==> src/rtl/timer_sched_pkg.sv <==
// Shared types and default sizing for the multi-channel timer scheduler.
package timer_sched_pkg;

   localparam int DefChannels      = 4;
   localparam int DefWidth         = 16;
   localparam int DefPrescaleWidth = 8;

   typedef logic [$clog2(DefChannels)-1:0] chan_idx_t;

   typedef enum logic {
      PERIODIC = 1'b0,
      ONESHOT  = 1'b1
   } timer_mode_e;

   typedef struct packed {
      logic                arm;
      timer_mode_e         oneshot;
      logic [DefWidth-1:0] period;
   } timer_cfg_t;

endpackage

==> src/rtl/timer_channel.sv <==
// One period timer: counts prescaler ticks, raises a pending event on expiry
// and records overrun when an earlier event has not yet been taken.
module timer_channel
   import timer_sched_pkg::*;
#(
   parameter int Width = DefWidth
) (
   input  logic             clk,
   input  logic             rst_n,
   input  logic             tick,
   input  logic             cfg_load,
   input  logic             cfg_arm,
   input  logic             cfg_oneshot,
   input  logic [Width-1:0] cfg_period,
   input  logic             consume,
   output logic             armed,
   output logic             pending,
   output logic             overrun
);

   logic [Width-1:0] count_r, count_s;
   logic [Width-1:0] period_r, period_s;
   logic             armed_r, armed_s;
   logic             pending_r, pending_s;
   logic             overrun_r, overrun_s;
   timer_mode_e      mode_r, mode_s;

   // Next-state: config beats the tick; a new expiry beats a same-cycle consume.
   always_comb begin
      count_s   = count_r;
      period_s  = period_r;
      armed_s   = armed_r;
      mode_s    = mode_r;
      overrun_s = overrun_r;
      if (consume) begin
         pending_s = 1'b0;
      end else begin
         pending_s = pending_r;
      end
      if (cfg_load && !cfg_arm) begin
         armed_s   = 1'b0;
         pending_s = 1'b0;
         overrun_s = 1'b0;
      end else if (cfg_load) begin
         count_s  = cfg_period;
         period_s = cfg_period;
         armed_s  = 1'b1;
         mode_s   = cfg_oneshot ? ONESHOT : PERIODIC;
      end else if (tick && armed_r) begin
         if (count_r == {Width{1'b0}}) begin
            pending_s = 1'b1;
            // Only an event that is not leaving this cycle is lost.
            if (pending_r && !consume) begin
               overrun_s = 1'b1;
            end else begin
               overrun_s = overrun_r;
            end
            if (mode_r == ONESHOT) begin
               armed_s = 1'b0;
            end else begin
               count_s = period_r;
            end
         end else begin
            count_s = count_r - {{(Width-1){1'b0}}, 1'b1};
         end
      end else begin
         count_s = count_r;
      end
   end

   // Channel state register.
   always_ff @(posedge clk or negedge rst_n) begin
      if (!rst_n) begin
         count_r   <= {Width{1'b0}};
         period_r  <= {Width{1'b0}};
         armed_r   <= 1'b0;
         mode_r    <= PERIODIC;
         pending_r <= 1'b0;
         overrun_r <= 1'b0;
      end else begin
         count_r   <= count_s;
         period_r  <= period_s;
         armed_r   <= armed_s;
         mode_r    <= mode_s;
         pending_r <= pending_s;
         overrun_r <= overrun_s;
      end
   end

   assign armed   = armed_r;
   assign pending = pending_r;
   assign overrun = overrun_r;

endmodule

==> src/rtl/timer_scheduler.sv <==
// Multi-channel timer scheduler: shared prescaler, per-channel timers and a
// round-robin arbitrated single-event output port.
module timer_scheduler
   import timer_sched_pkg::*;
#(
   parameter int Channels      = DefChannels,
   parameter int Width         = DefWidth,
   parameter int PrescaleWidth = DefPrescaleWidth
) (
   input  logic                        clk,
   input  logic                        rst_n,
   input  logic                        enable,
   input  logic [PrescaleWidth-1:0]    prescale,
   input  logic                        cfg_valid,
   output logic                        cfg_ready,
   input  logic [$clog2(Channels)-1:0] cfg_chan,
   input  logic                        cfg_arm,
   input  logic                        cfg_oneshot,
   input  logic [Width-1:0]            cfg_period,
   output logic                        tick,
   output logic                        expire_valid,
   input  logic                        expire_ready,
   output logic [$clog2(Channels)-1:0] expire_chan,
   output logic [Channels-1:0]         armed,
   output logic [Channels-1:0]         overrun
);

   localparam int ChanW = $clog2(Channels);

   logic [PrescaleWidth-1:0] presc_r;
   logic                     active_r;
   logic                     cfg_fire_s;
   logic [Channels-1:0]      cfg_load_s;
   logic [Channels-1:0]      pending_s;
   logic [Channels-1:0]      consume_s;
   logic                     load_s;
   logic                     grant_found_s;
   logic [ChanW-1:0]         grant_idx_s;
   logic [ChanW-1:0]         scan_idx_s;
   logic [ChanW-1:0]         ptr_r;
   logic                     valid_r;
   logic [ChanW-1:0]         chan_r;

   // Low only between reset and the first clock after release; gates tick and config.
   always_ff @(posedge clk or negedge rst_n) begin
      if (!rst_n) begin
         active_r <= 1'b0;
      end else begin
         active_r <= 1'b1;
      end
   end

   assign tick       = enable && active_r && (presc_r == {PrescaleWidth{1'b0}});
   assign cfg_ready  = active_r;
   assign cfg_fire_s = cfg_valid && active_r;

   // Prescaler down-counter; prescale is sampled only when reloading.
   always_ff @(posedge clk or negedge rst_n) begin
      if (!rst_n) begin
         presc_r <= {PrescaleWidth{1'b0}};
      end else if (tick) begin
         presc_r <= prescale;
      end else if (enable && active_r) begin
         presc_r <= presc_r - {{(PrescaleWidth-1){1'b0}}, 1'b1};
      end else begin
         presc_r <= presc_r;
      end
   end

   for (genvar gi = 0; gi < Channels; gi++) begin : g_chan
      assign cfg_load_s[gi] = cfg_fire_s && (cfg_chan == ChanW'(gi));

      timer_channel #(
         .Width (Width)
      ) u_chan (
         .clk         (clk),
         .rst_n       (rst_n),
         .tick        (tick),
         .cfg_load    (cfg_load_s[gi]),
         .cfg_arm     (cfg_arm),
         .cfg_oneshot (cfg_oneshot),
         .cfg_period  (cfg_period),
         .consume     (consume_s[gi]),
         .armed       (armed[gi]),
         .pending     (pending_s[gi]),
         .overrun     (overrun[gi])
      );
   end

   // Round-robin search starting just after the last granted channel.
   always_comb begin
      grant_found_s = 1'b0;
      grant_idx_s   = ptr_r;
      scan_idx_s    = {ChanW{1'b0}};
      for (int i = 1; i <= Channels; i++) begin
         scan_idx_s = ChanW'((int'(ptr_r) + i) % Channels);
         if (!grant_found_s && pending_s[scan_idx_s]) begin
            grant_found_s = 1'b1;
            grant_idx_s   = scan_idx_s;
         end else begin
            grant_found_s = grant_found_s;
         end
      end
   end

   assign load_s    = !valid_r || expire_ready;
   assign consume_s = (load_s && grant_found_s) ?
                      ({{(Channels-1){1'b0}}, 1'b1} << grant_idx_s) :
                      {Channels{1'b0}};

   // Output register; holds its event while stalled, even across a disarm.
   always_ff @(posedge clk or negedge rst_n) begin
      if (!rst_n) begin
         valid_r <= 1'b0;
         chan_r  <= {ChanW{1'b0}};
         ptr_r   <= ChanW'(Channels - 1);
      end else if (load_s) begin
         valid_r <= grant_found_s;
         if (grant_found_s) begin
            chan_r <= grant_idx_s;
            ptr_r  <= grant_idx_s;
         end else begin
            chan_r <= chan_r;
            ptr_r  <= ptr_r;
         end
      end else begin
         valid_r <= valid_r;
         chan_r  <= chan_r;
         ptr_r   <= ptr_r;
      end
   end

   assign expire_valid = valid_r;
   assign expire_chan  = chan_r;

endmodule

==> config.mk <==
export PLATFORM = sky130hd
export DESIGN_NAME = timer_scheduler
export DESIGN_NICKNAME = d
export VERILOG_FILES = /design/src/rtl/timer_sched_pkg.sv /design/src/rtl/timer_channel.sv /design/src/rtl/timer_scheduler.sv
export SDC_FILE = /design/constraint.sdc
export NUM_CORES = 1
export LEC_CHECK = 0
export CORE_UTILIZATION = 24
export CTS_BUF_LIST = sky130_fd_sc_hd__clkbuf_4
export CTS_CLUSTER_DIAMETER = 120
export DETAILED_ROUTE_END_ITERATION = 8
export SYNTH_ARGS = -nofsm -noshare
export SYNTH_HDL_FRONTEND = slang
export SYNTH_SLANG_ARGS = --single-unit
==> constraint.sdc <==
create_clock -name clk -period 5.3 [get_ports clk]
set_input_delay 0.53 -clock clk [delete_from_list [all_inputs] [get_ports clk]]
set_output_delay 0.53 -clock clk [all_outputs]
set_load 0.01 [all_outputs]
==> summary.txt, run 1 <==
final net count - 991
worst-case reg-to-reg path depth - 8
Final min period - 3.85 ns
final core occ - 28.0%
Hold Vio Cnt, Final - 0
CP Class - reg2out
root buf cell - clkbuf_4
Hold Path Class - in2async
P_leak - 0.00389 uW
initial core utilization - 24.7%
grt total ovfl - 0
Cells after Synth - 931
worst slack at placement - 1.41 ns
DRT Wirelength - 24000 um
Slew headroom - 16.8%
Yosys reg bits - 158
layout cells sized above 1 - 12.9%
CP Capture Type - primary output
first-pass GRT wire length - 38100 um
placed cell areas - 9450 sq um
Routed WL per cell - 16.9 um
Post-synth EDFFs - 0
CTS Buf Count - 17
Final Max Tran Viols - 0
Clock transition at path regs - 0.13 ns
Clock Sinks - 158
crit-path cells - nand2_1, or3_1, clkinv_1, clkdlybuf4s50_1
Mapped Area - 8600 sq um
average cell area after synthesis - 9.24 sq um
number of global-route vias before repair - 6747
Layout area overhead - 13.6%
YS warnings - 0
core area - 34900 sq um
CP Data Required Time - 4.77 ns
Slew @ Worst Pin - 1.24 ns
worst-path maximum fanout - 19
initial antenna violation count - 0
crit path DAT - 3.32 ns
pwr dens - 384 nW/um^2
final count of negative-setup-slack endpoints - 0
Boundary Pins - 46
Fmax achieved - 260 MHz
worst setup path start - cfg_ready$_DFF_PN0_
Synth async-reset ratio - 100%
Worst setup SP type - flop
H-tree Lvls - 4
HPWL after DPL - 15900 um
initial drt markers - 580
Die Y-Extent - 191 um
Final Power - 3750 uW
DRC errors left - 0
VDD IR-drop max - 0.134 mV
worst reg2reg endpoint - g_chan[3].u_chan.count_r[1]$_DFFE_PN0P_
Worst-Skew Late Latency - 0.56 ns
# rows - 68
clk_skew - 0.0242 ns
RR Startpoint - cfg_ready$_DFF_PN0_
GRT Overall Usage - 13.5%
setup slack after layout - 1.45 ns
Final Wtd Congestion - 0.808
pin count of the biggest net entering global routing - 62
final period utilization - 72.6%
reg-to-reg slack, setup - 1.65 ns
die area - 36600 sq um
sequential fraction of the synthesis area - 46.0%
unrepaired setup endpoints after global routing - false
TNS Setup - 0 ns
Top FF cell, synth - dfrtp_1
Unique masters post-synth - 68
Routed Antenna Nets - 0
slowest CP cell - or3_1
number of inserted diodes - 0
CTS tree - done
Syn Nets - 974
chip width - 191 um
outcome - completed
CP peak stage delay - 0.75 ns
# Max-Cap Violations - 0
Max Root-Sink Buffers - 2
most frequent cells in the layout - dfrtp_1, nand2_1, nor2_1
Via density - 5.01
Design Area, Final - 9780 sq um
number of iterations in the first detailed-routing pass - 5
Buffers on Ports - 45
via count - 7083
most common cell after layout, fill and taps aside - dfrtp_1
worst setup path end - tick
==> power breakdown <==
part	switching [uW]	leakage, uW	internal, uW
registers	328	0.00195	1530
clock network	439	0.000152	377
logic	525	0.00179	555
total	1290	0.00389	2460
==> worst min-delay path by stage <==
stage,to,from,slack [ns],cells past startpoint
2_1_floorplan,cfg_ready$_DFF_PN0_,rst_n,0.23,0
3_3_place_gp,g_chan[3].u_chan.period_r[9]$_DFFE_PN0P_,g_chan[3].u_chan.period_r[9]$_DFFE_PN0P_,0.48,1
3_5_place_dp,g_chan[1].u_chan.mode_r$_DFFE_PN0P_,g_chan[1].u_chan.mode_r$_DFFE_PN0P_,0.49,2
4_1_cts,cfg_ready$_DFF_PN0_,rst_n,0.49,2
5_1_grt,cfg_ready$_DFF_PN0_,rst_n,0.48,2
6_report,cfg_ready$_DFF_PN0_,rst_n,0.49,2
==> layer usage <==
metal,track usage (%),wire [um],vias up
met5,0,0,-
li1,-,-,3396
met1,18.3,11200,3519
met3,3.07,1040,26
met2,21.2,11200,142
met4,4.37,578,0
==> worst max-delay path: cells and delay by family, from the launching register on <==
family,cells,cell delay [ns]
buffers and inverters,2,0.92
DFF,1,0.65
and+or+nand+nor,2,1.20
==> logic make-up after synthesis <==
group / count (synthesis) / synth area share (%)
other: 1 / 0.0436
AND/OR/NAND/NOR: 330 / 18.1
XOR/XNOR: 30 / 3.05
buffers and inverters: 81 / 4.30
multiplexers: 65 / 8.48
adder cells (fa/ha/maj): 10 / 1.45
flip-flops: 158 / 46.0
AO/OA/AOI/OAI: 256 / 18.6
==> cell usage after synthesis (3+ instances only) <==
library cell	count	area share [%]
nor3b_1	5	0.44
dfrtp_1	156	45
and3_1	7	0.51
nand2b_1	6	0.44
nand4_1	5	0.36
nand2_1	125	5.5
a21oi_1	67	3.9
o31a_1	3	0.31
nor4_1	6	0.44
clkbuf_1	39	1.7
o31ai_1	6	0.52
or3_1	16	1.2
nand3_1	21	1.2
o21ai_1	4	0.23
nor3_1	21	1.2
buf_4	10	0.87
xnor2_1	16	1.6
xor2_1	14	1.4
a31oi_1	40	2.9
o211ai_1	26	2.3
buf_2	11	0.64
o22ai_1	4	0.29
inv_1	17	0.74
or4_1	4	0.35
ha_1	10	1.5
o21ai_0	58	3.4
a211o_1	3	0.31
a211oi_1	13	1.1
mux2_2	63	8.2
nand4b_1	7	0.71
nor2_1	88	3.8
o22a_1	10	1.0
==> state kept, by name, indices dropped and copies added (netlist names) <==
signal and cells:
cfg_ready 1, expire_valid 1, g_chan.u_chan.mode_r 4, g_chan.u_chan.pending 4, g_chan.u_chan.count_r 64, g_chan.u_chan.overrun 4
presc_r 8, g_chan.u_chan.period_r 64, expire_chan 2, ptr_r 2, g_chan.u_chan.armed 4
==> cell type report <==
| class | instances | area (sq um) |
|---|---|---|
| clock buffers | 19 | 143 |
| clock inverters | 12 | 170 |
| fillers | 3713 | 25100 |
| inverters | 18 | 67.6 |
| multi-input cells | 692 | 4300 |
| flip-flops and latches | 158 | 3960 |
| well taps | 455 | 569 |
| repair buffers | 61 | 574 |
==> per-stage QoR <==
| stage | hold WS [ns] | cells |
|---|---|---|
| after floorplan | 0.234 | 931 |
| final | 0.494 | 1415 |
| after global routing | 0.484 | 1415 |
| after global placement | 0.483 | 1383 |
| after detailed placement | 0.487 | 1383 |
| after CTS | 0.487 | 1415 |
==> timing repair <==
action | in CTS | in global routing
hold endpoints to repair | 55 | 0
resized for setup | 0 | 0
hold buffers | 1 | 0
setup buffers | 0 | 0
No activity file was read; power rests on OpenSTA's default activity.
==> inputs of run 2 (changes only) <==
- clock period: 5.3 -> 3.9 ns (I/O delays scaled with it)
==> run 2 against run 1 <==
  * Clock power rose by 52%
  * Critical path depth rose by 2
  * Critical path type unchanged
  * Combinational power rose by 36%
  * Design area rose by 1.1%
  * Clock skew fell by 0.0047 ns
  * Non-clock buffer count rose by 5
  * First-iteration DRC count rose by 5.3%
==> summary.txt, run 2 (synthesis results as in run 1) <==
outcome - completed
CTS tree - done
Min-Delay Path Depth - 3
Worst setup SP type - flop
worst-case reg-to-reg path depth - 10 (+2)
initial drt markers - 611 (+5.3%)
final period utilization - 94.5%
Final Power - 5230 uW (+39%)
number of iterations in the first detailed-routing pass - 5 (unchanged)
Clock transition at path regs - 0.14 ns (about the same)
Slew @ Worst Pin - 1.21 ns (-0.0272 ns)
clk_skew - 0.0196 ns (-0.00466 ns)
pwr dens - 529 nW/um^2 (+38%)
initial core utilization - 24.7% (unchanged)
placed cell areas - 9500 sq um (+0.53%)
TNS Setup - 0 ns (unchanged)
Via density - 5.01 (+0.13%)
Final Max Tran Viols - 0 (unchanged)
core area - 34900 sq um (unchanged)
Largest regs - g_chan.u_chan.count_r: 64 flops, g_chan.u_chan.period_r: 64 flops, presc_r: 8 flops
Hold Vio Cnt, Final - 0 (unchanged)
Clock Sinks - 158 (unchanged)
Hold Slack - 0.436 ns (-0.0579 ns)
layout cells sized above 1 - 13.6% (+0.64 points)
area of the multi-input gates - 4300 sq um (about the same)
Combinational Power Share - 28.2% (-0.6 points)
Hold Path Class - in2reg
DRT Wirelength - 23800 um (-0.51%)
unrepaired setup endpoints after global routing - false
Routed WL per cell - 16.8 um (-0.99%)
H-tree Lvls - 4 (unchanged)
Final Wtd Congestion - 0.816 (+0.95%)
most frequent cells in the layout - dfrtp_1, nand2_1, nor2_1
initial antenna violation count - 3 (+3)
crit path DAT - 3.30 ns (-0.02 ns)
fill count - 3669 (-1.2%)
sw power - 1750 uW (+36%)
CTS Buf Count - 17 (unchanged)
most common cell after layout, fill and taps aside - dfrtp_1
worst-path maximum fanout - 16 (-3)
DRC errors left - 0 (unchanged)
VDD IR-drop max - 0.203 mV (+52%)
Worst-Skew Late Latency - 0.57 ns (about the same)
worst reg2reg endpoint - g_chan[3].u_chan.count_r[10]$_DFFE_PN0P_
first-pass GRT wire length - 38400 um (+0.85%)
via count - 7127 (+0.62%)
root buf cell - clkbuf_4
Buffers on Ports - 45 (unchanged)
Die Y-Extent - 191 um (unchanged)
sequential share of power - 48.2% (-1.2 points)
# rows - 68 (unchanged)
Boundary Pins - 46 (unchanged)
HP Start - prescale[5]
Max Root-Sink Buffers - 2 (unchanged)
worst slack at placement - 0.722 ns (-0.684 ns)
Fmax achieved - 271 MHz
Switching Fraction - 33.5% (-0.94 points)
pin count of the biggest net entering global routing - 93 (+50%)
number of global-route vias before repair - 6860 (+1.7%)
setup slack after layout - 0.214 ns (-1.24 ns)
WHS Endpoint - presc_r[5]$_DFFE_PN0P_
CP Capture Type - primary output
Power Internal - 3480 uW (+41%)
Routed Antenna Nets - 0 (unchanged)
HPWL after DPL - 15900 um (about the same)
grt total ovfl - 0 (unchanged)
Final min period - 3.69 ns
final count of negative-setup-slack endpoints - 0 (unchanged)
P_leak - 0.00396 uW (+1.7%)
Clk network pwr share - 23.7% (+1.9 points)
CP Class - reg2out
chip width - 191 um (unchanged)
# Max-Cap Violations - 0 (unchanged)
CP Data Required Time - 3.51 ns (-1.26 ns)
Slew headroom - 18.6% (+1.8 points)
reg-to-reg slack, setup - 0.78 ns (-0.87 ns)
Design Area, Final - 9880 sq um (+1.1%)
GRT Overall Usage - 13.6% (+0.094 points)
final net count - 996 (+0.50%)
# resized after CTS - 0 (unchanged)
die area - 36600 sq um (unchanged)
FF/Latch Area - 3960 sq um (unchanged)
RR Startpoint - presc_r[0]$_DFFE_PN0P_
Layout area overhead - 14.8%
==> run 2: per-stage QoR <==
| stage | cells | util [%] |
|---|---|---|
| finish | 1422 | 28.3 |
| global route | 1422 | 28.3 |
| CTS | 1421 | 28.3 |
| detailed placement | 1388 | 27.2 |
| global placement | 1388 | 27.2 |
| floorplan | 931 | - |
==> run 2: routing by layer <==
layer	wire, um	track usage, %
met1	11100	18.5
met2	11300	21.8
met3	1030	2.66
met4	397	4.15
met5	0	0
==> run 2: worst max path at each step <==
stage | from | to | slack [ns] | cells past startpoint
floorplan | presc_r[0]$_DFFE_PN0P_ | g_chan[3].u_chan.count_r[10]$_DFFE_PN0P_ | 1.54 | 11
global placement | presc_r[0]$_DFFE_PN0P_ | g_chan[0].u_chan.count_r[1]$_DFFE_PN0P_ | 0.82 | 8
detailed placement | cfg_valid | g_chan[0].u_chan.count_r[11]$_DFFE_PN0P_ | 0.72 | 6
CTS | presc_r[0]$_DFFE_PN0P_ | tick | 0.18 | 6
global route | presc_r[0]$_DFFE_PN0P_ | tick | 0.04 | 6
finish | presc_r[0]$_DFFE_PN0P_ | tick | 0.21 | 6
==> run 2: repair_timing <==
item | 4_1_cts | 5_1_grt
setup endpoints to repair | 0 | 0
buffers inserted | 0 | 0
hold buffers | 1 | 0
hold endpoints to repair | 90 | 0
==> run 2: layout make-up <==
cell class	instances	area share, %
Clock buffer	19	1.44
Tap cell	455	5.76
Clock inverter	13	2.22
Multi-Input combinational cell	692	43.5
Sequential cell	158	40.0
Inverter	18	0.684
Antenna cell	1	0.0253
Timing Repair Buffer	66	6.32
==> run 2: power by group through the flow <==
| stage | sequential [uW] | combinational (uW) | clock [uW] |
|---|---|---|---|
| floorplan | 2410 | 1200 | 0 |
| global placement | 2540 | 1440 | 0 |
| detailed placement | 2550 | 1480 | 0 |
| CTS | 2520 | 1490 | 1270 |
| global route | 2600 | 1680 | 1340 |
| finish | 2520 | 1470 | 1240 |
==> run 2: worst max-delay path: stages (launching register included) <==
cell and delay (ns):
dfrtp_1 0.43, inv_1 0.09, ha_1 0.13, or3b_2 0.48, or3_1 0.63, clkinv_1 0.36, clkdlybuf4s50_1 0.60
